===== src/rtl/basic_axi4_burst_mem_slave_if.sv =====
// AXI4 burst slave bus bundle: AW, W, B, AR and R channels.
// Single-ID, so no ID/USER/SIZE signals are carried.
interface basic_axi4_burst_mem_slave_if #(
   parameter int DATA_WIDTH = 32,
   parameter int ADDR_WIDTH = 8
);
   logic [ADDR_WIDTH-1:0]   S_AXI_AWADDR;
   logic [7:0]              S_AXI_AWLEN;
   logic [1:0]              S_AXI_AWBURST;
   logic                    S_AXI_AWVALID;
   logic                    S_AXI_AWREADY;
   logic [DATA_WIDTH-1:0]   S_AXI_WDATA;
   logic [DATA_WIDTH/8-1:0] S_AXI_WSTRB;
   logic                    S_AXI_WLAST;
   logic                    S_AXI_WVALID;
   logic                    S_AXI_WREADY;
   logic [1:0]              S_AXI_BRESP;
   logic                    S_AXI_BVALID;
   logic                    S_AXI_BREADY;
   logic [ADDR_WIDTH-1:0]   S_AXI_ARADDR;
   logic [7:0]              S_AXI_ARLEN;
   logic [1:0]              S_AXI_ARBURST;
   logic                    S_AXI_ARVALID;
   logic                    S_AXI_ARREADY;
   logic [DATA_WIDTH-1:0]   S_AXI_RDATA;
   logic [1:0]              S_AXI_RRESP;
   logic                    S_AXI_RLAST;
   logic                    S_AXI_RVALID;
   logic                    S_AXI_RREADY;

   modport slave (
      input  S_AXI_AWADDR, S_AXI_AWLEN, S_AXI_AWBURST, S_AXI_AWVALID,
      output S_AXI_AWREADY,
      input  S_AXI_WDATA, S_AXI_WSTRB, S_AXI_WLAST, S_AXI_WVALID,
      output S_AXI_WREADY,
      output S_AXI_BRESP, S_AXI_BVALID,
      input  S_AXI_BREADY,
      input  S_AXI_ARADDR, S_AXI_ARLEN, S_AXI_ARBURST, S_AXI_ARVALID,
      output S_AXI_ARREADY,
      output S_AXI_RDATA, S_AXI_RRESP, S_AXI_RLAST, S_AXI_RVALID,
      input  S_AXI_RREADY
   );

   modport master (
      output S_AXI_AWADDR, S_AXI_AWLEN, S_AXI_AWBURST, S_AXI_AWVALID,
      input  S_AXI_AWREADY,
      output S_AXI_WDATA, S_AXI_WSTRB, S_AXI_WLAST, S_AXI_WVALID,
      input  S_AXI_WREADY,
      input  S_AXI_BRESP, S_AXI_BVALID,
      output S_AXI_BREADY,
      output S_AXI_ARADDR, S_AXI_ARLEN, S_AXI_ARBURST, S_AXI_ARVALID,
      input  S_AXI_ARREADY,
      input  S_AXI_RDATA, S_AXI_RRESP, S_AXI_RLAST, S_AXI_RVALID,
      output S_AXI_RREADY
   );
endinterface


===== src/rtl/basic_axi4_burst_mem_slave.sv =====
// AXI4 INCR/FIXED burst slave over a register-array memory.
// Independent write and read FSMs, one burst each at a time.
module basic_axi4_burst_mem_slave #(
   parameter int DATA_WIDTH = 32,
   parameter int ADDR_WIDTH = 8,
   parameter int MEM_DEPTH  = 16
) (
   input logic ACLK,
   input logic ARESET,
   basic_axi4_burst_mem_slave_if.slave s_axi
);
   localparam int ADDR_LSB = $clog2(DATA_WIDTH/8);
   localparam int IDX_W    = $clog2(MEM_DEPTH);
   localparam int NB       = DATA_WIDTH/8;
   localparam logic [1:0] FIXED  = 2'b00;
   localparam logic [1:0] INCR   = 2'b01;
   localparam logic [1:0] OKAY   = 2'b00;
   localparam logic [1:0] SLVERR = 2'b10;

   typedef enum logic [1:0] {W_IDLE, W_DATA, W_RESP} w_state_t;
   typedef enum logic {R_IDLE, R_DATA} r_state_t;

   logic [DATA_WIDTH-1:0] mem [MEM_DEPTH];

   w_state_t w_state, w_next;
   logic [IDX_W-1:0] w_idx, w_idx_d;
   logic [7:0] w_len, w_len_d, w_beat, w_beat_d;
   logic w_incr, w_incr_d, w_ok, w_ok_d, w_err, w_err_d;
   logic awready, awready_d, wready, wready_d, bvalid, bvalid_d;
   logic w_en;

   r_state_t r_state, r_next;
   logic [IDX_W-1:0] r_idx, r_idx_d, r_nidx, a_idx;
   logic [7:0] r_len, r_len_d, r_beat, r_beat_d;
   logic r_incr, r_incr_d, r_ok, r_ok_d, a_ok;
   logic arready, arready_d, rvalid, rvalid_d, rlast, rlast_d;
   logic [1:0] rresp, rresp_d;
   logic [DATA_WIDTH-1:0] rdata, rdata_d;

   // Address bits outside the word index are deliberately ignored.
   logic addr_unused;
   assign addr_unused = ^{s_axi.S_AXI_AWADDR, s_axi.S_AXI_ARADDR};

   assign s_axi.S_AXI_AWREADY = awready;
   assign s_axi.S_AXI_WREADY  = wready;
   assign s_axi.S_AXI_BVALID  = bvalid;
   assign s_axi.S_AXI_BRESP   = (bvalid && (w_err || !w_ok)) ? SLVERR : OKAY;
   assign s_axi.S_AXI_ARREADY = arready;
   assign s_axi.S_AXI_RVALID  = rvalid;
   assign s_axi.S_AXI_RLAST   = rlast;
   assign s_axi.S_AXI_RRESP   = rresp;
   assign s_axi.S_AXI_RDATA   = rdata;

   always_ff @(posedge ACLK or posedge ARESET) begin
      if (ARESET) begin
         w_state <= W_IDLE;
         w_idx   <= '0;
         w_len   <= '0;
         w_beat  <= '0;
         w_incr  <= 1'b0;
         w_ok    <= 1'b0;
         w_err   <= 1'b0;
         awready <= 1'b0;
         wready  <= 1'b0;
         bvalid  <= 1'b0;
      end else begin
         w_state <= w_next;
         w_idx   <= w_idx_d;
         w_len   <= w_len_d;
         w_beat  <= w_beat_d;
         w_incr  <= w_incr_d;
         w_ok    <= w_ok_d;
         w_err   <= w_err_d;
         awready <= awready_d;
         wready  <= wready_d;
         bvalid  <= bvalid_d;
      end
   end

   always_comb begin
      w_next    = w_state;
      w_idx_d   = w_idx;
      w_len_d   = w_len;
      w_beat_d  = w_beat;
      w_incr_d  = w_incr;
      w_ok_d    = w_ok;
      w_err_d   = w_err;
      awready_d = awready;
      wready_d  = wready;
      bvalid_d  = bvalid;
      w_en      = 1'b0;
      unique case (w_state)
         W_IDLE: begin
            awready_d = 1'b1;
            if (s_axi.S_AXI_AWVALID && awready) begin
               w_idx_d   = s_axi.S_AXI_AWADDR[ADDR_LSB +: IDX_W];
               w_len_d   = s_axi.S_AXI_AWLEN;
               w_beat_d  = '0;
               w_incr_d  = s_axi.S_AXI_AWBURST == INCR;
               w_ok_d    = s_axi.S_AXI_AWBURST == INCR
                        || s_axi.S_AXI_AWBURST == FIXED;
               w_err_d   = 1'b0;
               awready_d = 1'b0;
               wready_d  = 1'b1;
               w_next    = W_DATA;
            end
         end
         W_DATA: begin
            if (s_axi.S_AXI_WVALID && wready) begin
               w_en     = w_ok;
               w_err_d  = w_err
                        | (s_axi.S_AXI_WLAST != (w_beat == w_len));
               w_beat_d = w_beat + 8'd1;
               if (w_incr)
                  w_idx_d = w_idx + 1'b1;
               // Beat count, not WLAST, closes the burst.
               if (w_beat == w_len) begin
                  wready_d = 1'b0;
                  bvalid_d = 1'b1;
                  w_next   = W_RESP;
               end
            end
         end
         W_RESP: begin
            if (s_axi.S_AXI_BREADY) begin
               bvalid_d  = 1'b0;
               awready_d = 1'b1;
               w_next    = W_IDLE;
            end
         end
         default: w_next = W_IDLE;
      endcase
   end

   always_ff @(posedge ACLK) begin
      if (w_en)
         for (int b = 0; b < NB; b++)
            if (s_axi.S_AXI_WSTRB[b])
               mem[w_idx][8*b +: 8] <= s_axi.S_AXI_WDATA[8*b +: 8];
   end

   always_ff @(posedge ACLK or posedge ARESET) begin
      if (ARESET) begin
         r_state <= R_IDLE;
         r_idx   <= '0;
         r_len   <= '0;
         r_beat  <= '0;
         r_incr  <= 1'b0;
         r_ok    <= 1'b0;
         arready <= 1'b0;
         rvalid  <= 1'b0;
         rlast   <= 1'b0;
         rresp   <= OKAY;
         rdata   <= '0;
      end else begin
         r_state <= r_next;
         r_idx   <= r_idx_d;
         r_len   <= r_len_d;
         r_beat  <= r_beat_d;
         r_incr  <= r_incr_d;
         r_ok    <= r_ok_d;
         arready <= arready_d;
         rvalid  <= rvalid_d;
         rlast   <= rlast_d;
         rresp   <= rresp_d;
         rdata   <= rdata_d;
      end
   end

   assign a_idx  = s_axi.S_AXI_ARADDR[ADDR_LSB +: IDX_W];
   assign a_ok   = s_axi.S_AXI_ARBURST == INCR
                || s_axi.S_AXI_ARBURST == FIXED;
   assign r_nidx = r_incr ? r_idx + 1'b1 : r_idx;

   always_comb begin
      r_next    = r_state;
      r_idx_d   = r_idx;
      r_len_d   = r_len;
      r_beat_d  = r_beat;
      r_incr_d  = r_incr;
      r_ok_d    = r_ok;
      arready_d = arready;
      rvalid_d  = rvalid;
      rlast_d   = rlast;
      rresp_d   = rresp;
      rdata_d   = rdata;
      unique case (r_state)
         R_IDLE: begin
            arready_d = 1'b1;
            if (s_axi.S_AXI_ARVALID && arready) begin
               r_idx_d   = a_idx;
               r_len_d   = s_axi.S_AXI_ARLEN;
               r_beat_d  = '0;
               r_incr_d  = s_axi.S_AXI_ARBURST == INCR;
               r_ok_d    = a_ok;
               arready_d = 1'b0;
               rvalid_d  = 1'b1;
               rlast_d   = s_axi.S_AXI_ARLEN == 8'd0;
               rresp_d   = a_ok ? OKAY : SLVERR;
               rdata_d   = a_ok ? mem[a_idx] : '0;
               r_next    = R_DATA;
            end
         end
         R_DATA: begin
            // Reload on the handshake edge for one beat per cycle.
            if (rvalid && s_axi.S_AXI_RREADY) begin
               if (rlast) begin
                  rvalid_d  = 1'b0;
                  rlast_d   = 1'b0;
                  rresp_d   = OKAY;
                  rdata_d   = '0;
                  arready_d = 1'b1;
                  r_next    = R_IDLE;
               end else begin
                  r_idx_d  = r_nidx;
                  r_beat_d = r_beat + 8'd1;
                  rlast_d  = (r_beat + 8'd1) == r_len;
                  rdata_d  = r_ok ? mem[r_nidx] : '0;
               end
            end
         end
         default: r_next = R_IDLE;
      endcase
   end
endmodule


===== src/flat_wrapper.sv =====
// flat-port wrapper written by rule: the top's interface ports become plain ports
module basic_axi4_burst_mem_slave_flat 
#(
   parameter int DATA_WIDTH = 32,
   parameter int ADDR_WIDTH = 8,
   parameter int MEM_DEPTH  = 16
)
  (ACLK, ARESET, s_axi_S_AXI_AWADDR, s_axi_S_AXI_AWLEN, s_axi_S_AXI_AWBURST, s_axi_S_AXI_AWVALID, s_axi_S_AXI_AWREADY, s_axi_S_AXI_WDATA, s_axi_S_AXI_WSTRB, s_axi_S_AXI_WLAST, s_axi_S_AXI_WVALID, s_axi_S_AXI_WREADY, s_axi_S_AXI_BRESP, s_axi_S_AXI_BVALID, s_axi_S_AXI_BREADY, s_axi_S_AXI_ARADDR, s_axi_S_AXI_ARLEN, s_axi_S_AXI_ARBURST, s_axi_S_AXI_ARVALID, s_axi_S_AXI_ARREADY, s_axi_S_AXI_RDATA, s_axi_S_AXI_RRESP, s_axi_S_AXI_RLAST, s_axi_S_AXI_RVALID, s_axi_S_AXI_RREADY);
  basic_axi4_burst_mem_slave_if #(.DATA_WIDTH(DATA_WIDTH), .ADDR_WIDTH(ADDR_WIDTH)) s_axi_i ();
  input logic ACLK;
  input logic ARESET;
  input wire logic [$bits(s_axi_i.S_AXI_AWADDR)-1:0] s_axi_S_AXI_AWADDR;
  input wire logic [$bits(s_axi_i.S_AXI_AWLEN)-1:0] s_axi_S_AXI_AWLEN;
  input wire logic [$bits(s_axi_i.S_AXI_AWBURST)-1:0] s_axi_S_AXI_AWBURST;
  input wire logic [$bits(s_axi_i.S_AXI_AWVALID)-1:0] s_axi_S_AXI_AWVALID;
  output wire logic [$bits(s_axi_i.S_AXI_AWREADY)-1:0] s_axi_S_AXI_AWREADY;
  input wire logic [$bits(s_axi_i.S_AXI_WDATA)-1:0] s_axi_S_AXI_WDATA;
  input wire logic [$bits(s_axi_i.S_AXI_WSTRB)-1:0] s_axi_S_AXI_WSTRB;
  input wire logic [$bits(s_axi_i.S_AXI_WLAST)-1:0] s_axi_S_AXI_WLAST;
  input wire logic [$bits(s_axi_i.S_AXI_WVALID)-1:0] s_axi_S_AXI_WVALID;
  output wire logic [$bits(s_axi_i.S_AXI_WREADY)-1:0] s_axi_S_AXI_WREADY;
  output wire logic [$bits(s_axi_i.S_AXI_BRESP)-1:0] s_axi_S_AXI_BRESP;
  output wire logic [$bits(s_axi_i.S_AXI_BVALID)-1:0] s_axi_S_AXI_BVALID;
  input wire logic [$bits(s_axi_i.S_AXI_BREADY)-1:0] s_axi_S_AXI_BREADY;
  input wire logic [$bits(s_axi_i.S_AXI_ARADDR)-1:0] s_axi_S_AXI_ARADDR;
  input wire logic [$bits(s_axi_i.S_AXI_ARLEN)-1:0] s_axi_S_AXI_ARLEN;
  input wire logic [$bits(s_axi_i.S_AXI_ARBURST)-1:0] s_axi_S_AXI_ARBURST;
  input wire logic [$bits(s_axi_i.S_AXI_ARVALID)-1:0] s_axi_S_AXI_ARVALID;
  output wire logic [$bits(s_axi_i.S_AXI_ARREADY)-1:0] s_axi_S_AXI_ARREADY;
  output wire logic [$bits(s_axi_i.S_AXI_RDATA)-1:0] s_axi_S_AXI_RDATA;
  output wire logic [$bits(s_axi_i.S_AXI_RRESP)-1:0] s_axi_S_AXI_RRESP;
  output wire logic [$bits(s_axi_i.S_AXI_RLAST)-1:0] s_axi_S_AXI_RLAST;
  output wire logic [$bits(s_axi_i.S_AXI_RVALID)-1:0] s_axi_S_AXI_RVALID;
  input wire logic [$bits(s_axi_i.S_AXI_RREADY)-1:0] s_axi_S_AXI_RREADY;
  assign s_axi_i.S_AXI_AWADDR = s_axi_S_AXI_AWADDR;
  assign s_axi_i.S_AXI_AWLEN = s_axi_S_AXI_AWLEN;
  assign s_axi_i.S_AXI_AWBURST = s_axi_S_AXI_AWBURST;
  assign s_axi_i.S_AXI_AWVALID = s_axi_S_AXI_AWVALID;
  assign s_axi_S_AXI_AWREADY = s_axi_i.S_AXI_AWREADY;
  assign s_axi_i.S_AXI_WDATA = s_axi_S_AXI_WDATA;
  assign s_axi_i.S_AXI_WSTRB = s_axi_S_AXI_WSTRB;
  assign s_axi_i.S_AXI_WLAST = s_axi_S_AXI_WLAST;
  assign s_axi_i.S_AXI_WVALID = s_axi_S_AXI_WVALID;
  assign s_axi_S_AXI_WREADY = s_axi_i.S_AXI_WREADY;
  assign s_axi_S_AXI_BRESP = s_axi_i.S_AXI_BRESP;
  assign s_axi_S_AXI_BVALID = s_axi_i.S_AXI_BVALID;
  assign s_axi_i.S_AXI_BREADY = s_axi_S_AXI_BREADY;
  assign s_axi_i.S_AXI_ARADDR = s_axi_S_AXI_ARADDR;
  assign s_axi_i.S_AXI_ARLEN = s_axi_S_AXI_ARLEN;
  assign s_axi_i.S_AXI_ARBURST = s_axi_S_AXI_ARBURST;
  assign s_axi_i.S_AXI_ARVALID = s_axi_S_AXI_ARVALID;
  assign s_axi_S_AXI_ARREADY = s_axi_i.S_AXI_ARREADY;
  assign s_axi_S_AXI_RDATA = s_axi_i.S_AXI_RDATA;
  assign s_axi_S_AXI_RRESP = s_axi_i.S_AXI_RRESP;
  assign s_axi_S_AXI_RLAST = s_axi_i.S_AXI_RLAST;
  assign s_axi_S_AXI_RVALID = s_axi_i.S_AXI_RVALID;
  assign s_axi_i.S_AXI_RREADY = s_axi_S_AXI_RREADY;
  basic_axi4_burst_mem_slave #(.DATA_WIDTH(DATA_WIDTH), .ADDR_WIDTH(ADDR_WIDTH), .MEM_DEPTH(MEM_DEPTH)) u_core (.ACLK(ACLK), .ARESET(ARESET), .s_axi(s_axi_i));
endmodule

===== config.mk =====
export PLATFORM = sky130hd
export DESIGN_NAME = basic_axi4_burst_mem_slave_flat
export DESIGN_NICKNAME = d
export VERILOG_FILES = /design/src/rtl/basic_axi4_burst_mem_slave_if.sv /design/src/rtl/basic_axi4_burst_mem_slave.sv /design/src/flat_wrapper.sv
export SDC_FILE = /design/constraint.sdc
export NUM_CORES = 1
export LEC_CHECK = 0
export CORE_MARGIN = 3
export CORE_UTILIZATION = 67
export CTS_CLUSTER_DIAMETER = 100
export DETAILED_ROUTE_END_ITERATION = 10
export PLACE_DENSITY = 0.84
export SLEW_MARGIN = 40
export SYNTH_ARGS = -nofsm -noshare
export SYNTH_HDL_FRONTEND = slang
export SYNTH_SLANG_ARGS = --single-unit

===== constraint.sdc =====
create_clock -name ACLK -period 5.7 [get_ports ACLK]
set_clock_uncertainty 0.2 [all_clocks]
set_input_delay 1.14 -clock ACLK [delete_from_list [all_inputs] [get_ports ACLK]]
set_output_delay 1.14 -clock ACLK [all_outputs]
set_load 0.05 [all_outputs]

Yosys cells after proc, flatten, opt, wreduce, memory -nomap -nowiden
Memory sizes are Yosys's and may differ from the RTL's.
Cells that the tools add are included.
W data, S select, Z words.
{ "word_totals": {"reg_bits": 88, "ramBits": 512, "output_inout_bits": 42, "mem_count": 1} }
{ "memory_table": {"columns": ["memory", "depth", "width", "rd", "rd_clocked_by_memory_dff", "wr", "line_no", "rtl"], "rows": [
  ["u_core.mem", 16, 32, 2, 0, 1, "basic_axi4_burst_mem_slave.sv:23", "logic [DATA_WIDTH-1:0] mem [MEM_DEPTH];"]
]} }
{ "classes": {"addsub": 4, "eq_ne": 16, "n_mux": 77, "bitwise_logic": 2, "reduce_logical": 28} }
{ "ops": {"columns": ["operator", "n"], "rows": [
  ["$mux W32", 5],
  ["$pmux W32 S2", 1],
  ["$mux W8", 5],
  ["$mux W1", 36],
  ["$pmux W8 S2", 2],
  ["$mux W4", 7],
  ["$mux W2", 9],
  ["$add A8 B1 Y8 const B", 2],
  ["$eq A8 B8 Y1", 2],
  ["$pmux W1 S2", 8],
  ["$pmux W4 S2", 2],
  ["$reduce_and A4 Y1", 4],
  ["$ne A2 B1 Y1 const B", 5],
  ["$reduce_and A2 Y1", 5],
  ["$reduce_and A3 Y1", 3],
  ["$add A4 B1 Y4 const B", 2],
  ["$logic_not A8 Y1", 1],
  ["$ne A2 B2 Y1 const B", 4],
  ["$eq A2 B1 Y1 const B", 3],
  ["$logic_not A2 Y1", 3],
  ["$pmux W2 S3", 1],
  ["$reduce_bool A2 Y1", 3],
  ["$logic_and A1 B1 Y1", 5],
  ["$pmux W2 S2", 1],
  ["other kinds (6)", 8]
]} }

Longest topological paths before layout
An unclocked memory read counts as a cell.
{ "depth": {"depth_word": 7, "ltp_mapped": 9} }

Worst setup path after synthesis
No wires, ideal clock.
{ "synth_path": {"path_type": "input to register", "from": "in s_axi_S_AXI_ARADDR[2]", "to": "reg u_core.rdata[10] (netlist: u_core.s_axi.S_AXI_RDATA[10])", "setup_time_ps": 147, "t_arrival_ps": 2628, "required_ps": 5353, "slack_ps": 2725, "cell_stages": 7, "path_buffers": 3, "cell_sequence": "buf_4 buf_6 buf_2 mux4_2 o211ai_1 a31o_2 o41ai_2"} }
{ "synth_via": {"elab_chain_cells": 4} }
{ "synth_rtl": {"columns": ["element", "line_no", "rtl"], "rows": [
  ["from (decl)", "flat_wrapper.sv:25", "input wire logic [$bits(s_axi_i.S_AXI_ARADDR)-1:0] s_axi_S_AXI_ARADDR;"],
  ["$mem_v2 Z16 W32", null, null],
  ["$mux W32", "basic_axi4_burst_mem_slave.sv:200", "rdata_d = a_ok ? mem[a_idx] : '0;"],
  ["$mux W32", "basic_axi4_burst_mem_slave.sv:190", "if (s_axi.S_AXI_ARVALID && arready) begin"],
  ["$pmux W32 S2", "basic_axi4_burst_mem_slave.sv:187", "unique case (r_state)"],
  ["to (signal assigned)", "basic_axi4_burst_mem_slave.sv:166", "rdata <= rdata_d;"],
  ["to (decl)", "basic_axi4_burst_mem_slave.sv:38", "logic [DATA_WIDTH-1:0] rdata, rdata_d;"]
]} }
Every way passes these cells. The select of a mux whose other input is x is not followed.
A chain may end at the register's enable or synchronous reset.

Worst setup path in the final report
{ "layout_path": {"from": "in s_axi_S_AXI_WVALID", "to": "mem u_core.mem[8][2], enable pin"} }
{ "layout_via": {"elab_chain_cells": 5} }
{ "layout_rtl": {"columns": ["element", "line_no", "rtl"], "rows": [
  ["from (decl)", "flat_wrapper.sv:20", "input wire logic [$bits(s_axi_i.S_AXI_WVALID)-1:0] s_axi_S_AXI_WVALID;"],
  ["$logic_and A1 B1 Y1", "basic_axi4_burst_mem_slave.sv:109", "if (s_axi.S_AXI_WVALID && wready) begin"],
  ["$mux W1", "basic_axi4_burst_mem_slave.sv:109", null],
  ["$mux W1", "basic_axi4_burst_mem_slave.sv:92", "unique case (w_state)"],
  ["$mux W1", "basic_axi4_burst_mem_slave.sv:136", "if (w_en)"],
  ["$mux W1 (implied by the code)", "basic_axi4_burst_mem_slave.sv:139", "mem[w_idx][8*b +: 8] <= s_axi.S_AXI_WDATA[8*b +: 8];"],
  ["to (decl)", "basic_axi4_burst_mem_slave.sv:23", null]
]} }
Every way passes these cells.

==> flow_metrics.env <==
export IMPL_synth_edff_count=512
export IMPL_yosysMostFrequentCell="edfxtp_1"
export IMPL_leakage_nw=13.2
export IMPL_fin_crit_sh_pct=69.4
export IMPL_syn_area_mm2=0.0335
export IMPL_critPathRequiredTime_ps=5840
export IMPL_netlist_instances=2372
export IMPL_total_power_w=0.0186
export IMPL_reg2reg_depth=6
export IMPL_clk_pin_slew_ps=60
export IMPL_ys_types=62
export IMPL_power_frac_clock_pct=22.0
export IMPL_core_area_mm2=0.0492
export IMPL_cts_tree="built"
export IMPL_maxCapViolCount=0
export IMPL_rsz0062_at_grt="no"
export IMPL_yosysTopAreaCell="edfxtp_1"
export IMPL_p_seq_share_pct=30.6
export IMPL_vias_per_cell=7.57
export IMPL_arrival_ps=4090
export IMPL_finalWeightedCongestion=0.862
export IMPL_grt_max_degree=164
export IMPL_ys_seq_area_share_pct=52.4
export IMPL_whs_endpoint="u_core.w_err"
export IMPL_syn_area_per_cell_um2=14.1
export IMPL_tns_ps=0
export IMPL_std_cell_rows=81
export IMPL_crit_fanout=16
export IMPL_antenna_found_initial=1
export IMPL_rrSetupSlack_ps=1940
export IMPL_area_delta_synth_final_pct=11.8
export IMPL_num_nets_final=2511
export IMPL_start_kind="input pin"
export IMPL_grt_remaining_overflow=0
export IMPL_drc=0
export IMPL_wl_per_cell_um=31.0
export IMPL_synth_flop_cell="edfxtp_1"
export IMPL_ys_top_cells_by_count="edfxtp_1 (512), mux2i_1 (410), mux4_2 (180)"
export IMPL_initial_core_util_pct=68.1
export IMPL_p_int_w=0.0112
export IMPL_drt_initial_drc_count=3035
export IMPL_ctsResizeCount=0
export IMPL_synthTopCellsByArea="edfxtp_1 (46%), mux2i_1 (12%), mux4_2 (12%)"
export IMPL_drtAntennaViolNets=0
export IMPL_reg2reg_to="u_core.mem[8][2]"
export IMPL_grt_first_pass_wirelength_mm=144
export IMPL_min_period_ps=3960
export IMPL_worstMarginPinSlew_ps=920
export IMPL_htreeDepth=2
export IMPL_outcome="completed"
export IMPL_dpl_hpwl_mm=59.1
export IMPL_dr_pass1_iters=5
export IMPL_hold_viol=0
export IMPL_vias=23800
export IMPL_switching_power_w=0.00737
export IMPL_ys_ff_latch=599
export IMPL_async_reset_ff_share_pct=14.5
export IMPL_relSlewSlack_pct=38.4
export IMPL_cts_setup_buffers=0
export IMPL_port_buffer_count=111
export IMPL_cts_num_sinks=599
export IMPL_hold_path_class="reg -> reg"
export IMPL_irDropWorstVdd_mv=0.380
export IMPL_p_sw_share_pct=39.6
export IMPL_diodes=0
export IMPL_wl_mm=97.3
export IMPL_grt_util_all_layers_pct=36.5
export IMPL_worstSkewPairLatency_ps=640
export IMPL_drive_above_1_share_pct=21.5
export IMPL_pin_count=122
export IMPL_cts_made_buffers=60
export IMPL_r2r_start="u_core.w_state[1]"
export IMPL_synth_top_area_share_pct=45.9
export IMPL_die_area_mm2=0.0527
export IMPL_pwr_share_comb_pct=47.4
export IMPL_root_buffer="clkbuf_16"
export IMPL_critPathCaptureType="flip-flop"
export IMPL_yosys_warnings=0
export IMPL_fp_dieH_um=230
export IMPL_clk_path_buf_depth=3
export IMPL_grt_pass1_vias=24400
export IMPL_postCtsHoldBufs=0
export IMPL_setup_worst_path_class="in -> reg"
export IMPL_finalMaxSlewViolations=0
export IMPL_pwr_density_cell_mw_per_mm2=498
export IMPL_min_path_cells=2
export IMPL_fmax_ghz=0.253
export IMPL_worstHoldStart="u_core.w_err"
export IMPL_die_x_um=230
export IMPL_finalSetupViolations=0
==> cells by family after synthesis <==
kind of cell / Yosys count / synth area share (%)
compound gates: 464 / 11.0
xor+xnor: 26 / 0.721
fa+ha+maj: 7 / 0.262
buf+inv: 221 / 3.59
flops: 599 / 52.4
mux: 638 / 26.0
other cells: 1 / 0.0112
simple gates: 416 / 6.04
==> layout make-up <==
| class | count | area (um2) |
|---|---|---|
| timing repair buffer | 194 | 1990 |
| clock inverter | 38 | 412 |
| inverter | 16 | 67.6 |
| clock buffer | 76 | 1630 |
| multi-input combinational | 1553 | 14900 |
| sequential | 599 | 17600 |
| tap | 664 | 831 |
| fill | 2879 | 11700 |
==> power by group through the flow <==
stage,clock network [W],registers [W],logic [W]
4_1_cts,0.00411,0.00572,0.00856
5_1_grt,0.00430,0.00572,0.00923
3_5_place_dp,0,0.00581,0.00849
6_report,0.00410,0.00569,0.00882
3_3_place_gp,0,0.00577,0.00809
2_1_floorplan,0,0.00594,0.00613
==> sequential cells by signal (all words and copies together) (netlist names), 2 cells and up <==
| name | cells |
|---|---|
| u_core.mem | 512 |
| u_core.r_len | 8 |
| u_core.w_idx | 4 |
| u_core.r_beat | 8 |
| u_core.s_axi.S_AXI_RDATA | 32 |
| u_core.w_len | 8 |
| u_core.w_beat | 8 |
| u_core.r_idx | 4 |
| u_core.w_state | 2 |
==> critical path, cell delays in order <==
cell and delay (ps):
clkdlybuf4s50_1 510, nand2_1 70, nor2_1 300, and2_1 460
nand2_1 480, nor2_1 820, buf_4 300
==> cell usage in the layout, fill, tap and decap left out, types with 5 or more instances in the layout <==
| master | count |
|---|---|
| buf_4 | 67 |
| xnor2_1 | 8 |
| a22oi_1 | 108 |
| clkinv_2 | 13 |
| nor2_1 | 118 |
| ha_1 | 6 |
| dfrtp_1 | 84 |
| a31o_2 | 31 |
| buf_12 | 8 |
| clkbuf_8 | 5 |
| nor2b_1 | 66 |
| a21o_1 | 7 |
| nor2_2 | 32 |
| mux4_2 | 180 |
| xor2_1 | 17 |
| clkbuf_16 | 61 |
| o41ai_2 | 32 |
| clkbuf_1 | 10 |
| nand2b_1 | 5 |
| clkdlybuf4s50_1 | 108 |
| edfxtp_1 | 512 |
| mux2i_1 | 410 |
| clkinv_1 | 7 |
| and2_1 | 28 |
| bufinv_16 | 8 |
| nand3_1 | 18 |
| o211ai_1 | 31 |
| buf_16 | 7 |
| nand2_1 | 75 |
| nor4_1 | 35 |
| clkinvlp_4 | 6 |
| nand4_1 | 6 |
| mux2_2 | 48 |
| inv_1 | 13 |
| a21oi_1 | 50 |
| o21ai_0 | 21 |
| a211oi_1 | 155 |
==> per-stage QoR <==
stage / instances / utilization, % / instance area, um2 / setup WS [ps] / hold slack (ps)
5_1_grt: 3140 / 76.1 / 37400 / 1640 / 337
6_report: 3140 / 76.1 / 37400 / 1740 / 325
2_1_floorplan: 2373 / - / 33500 / 2110 / 281
3_3_place_gp: 3015 / 71.3 / 35000 / 1330 / 298
4_1_cts: 3134 / 75.8 / 37300 / 1890 / 318
3_5_place_dp: 3020 / 71.7 / 35200 / 1230 / 304
==> worst max-delay path by stage <==
stage / startpoint / end / slack (ps) / cells past startpoint
final: s_axi_S_AXI_WVALID / u_core.mem[8][2] / 1740 / 7
after global routing: s_axi_S_AXI_WVALID / u_core.mem[8][2] / 1640 / 7
after CTS: s_axi_S_AXI_WVALID / u_core.mem[11][2] / 1890 / 7
after detailed placement: s_axi_S_AXI_WVALID / u_core.mem[11][2] / 1230 / 7
after global placement: s_axi_S_AXI_WVALID / u_core.mem[15][20] / 1330 / 6
after floorplan: ARESET / u_core.r_beat[0] / 2110 / 1
==> layer usage <==
layer | track usage [%] | wire length (um) | vias up
met2 | 59.2 | 46900 | 1777
met5 | 0 | 0 | -
li1 | - | - | 9687
met3 | 7.92 | 11300 | 397
met4 | 20.7 | 5590 | 0
met1 | 45.9 | 33500 | 11900
(Power assumes the default switching activity.)
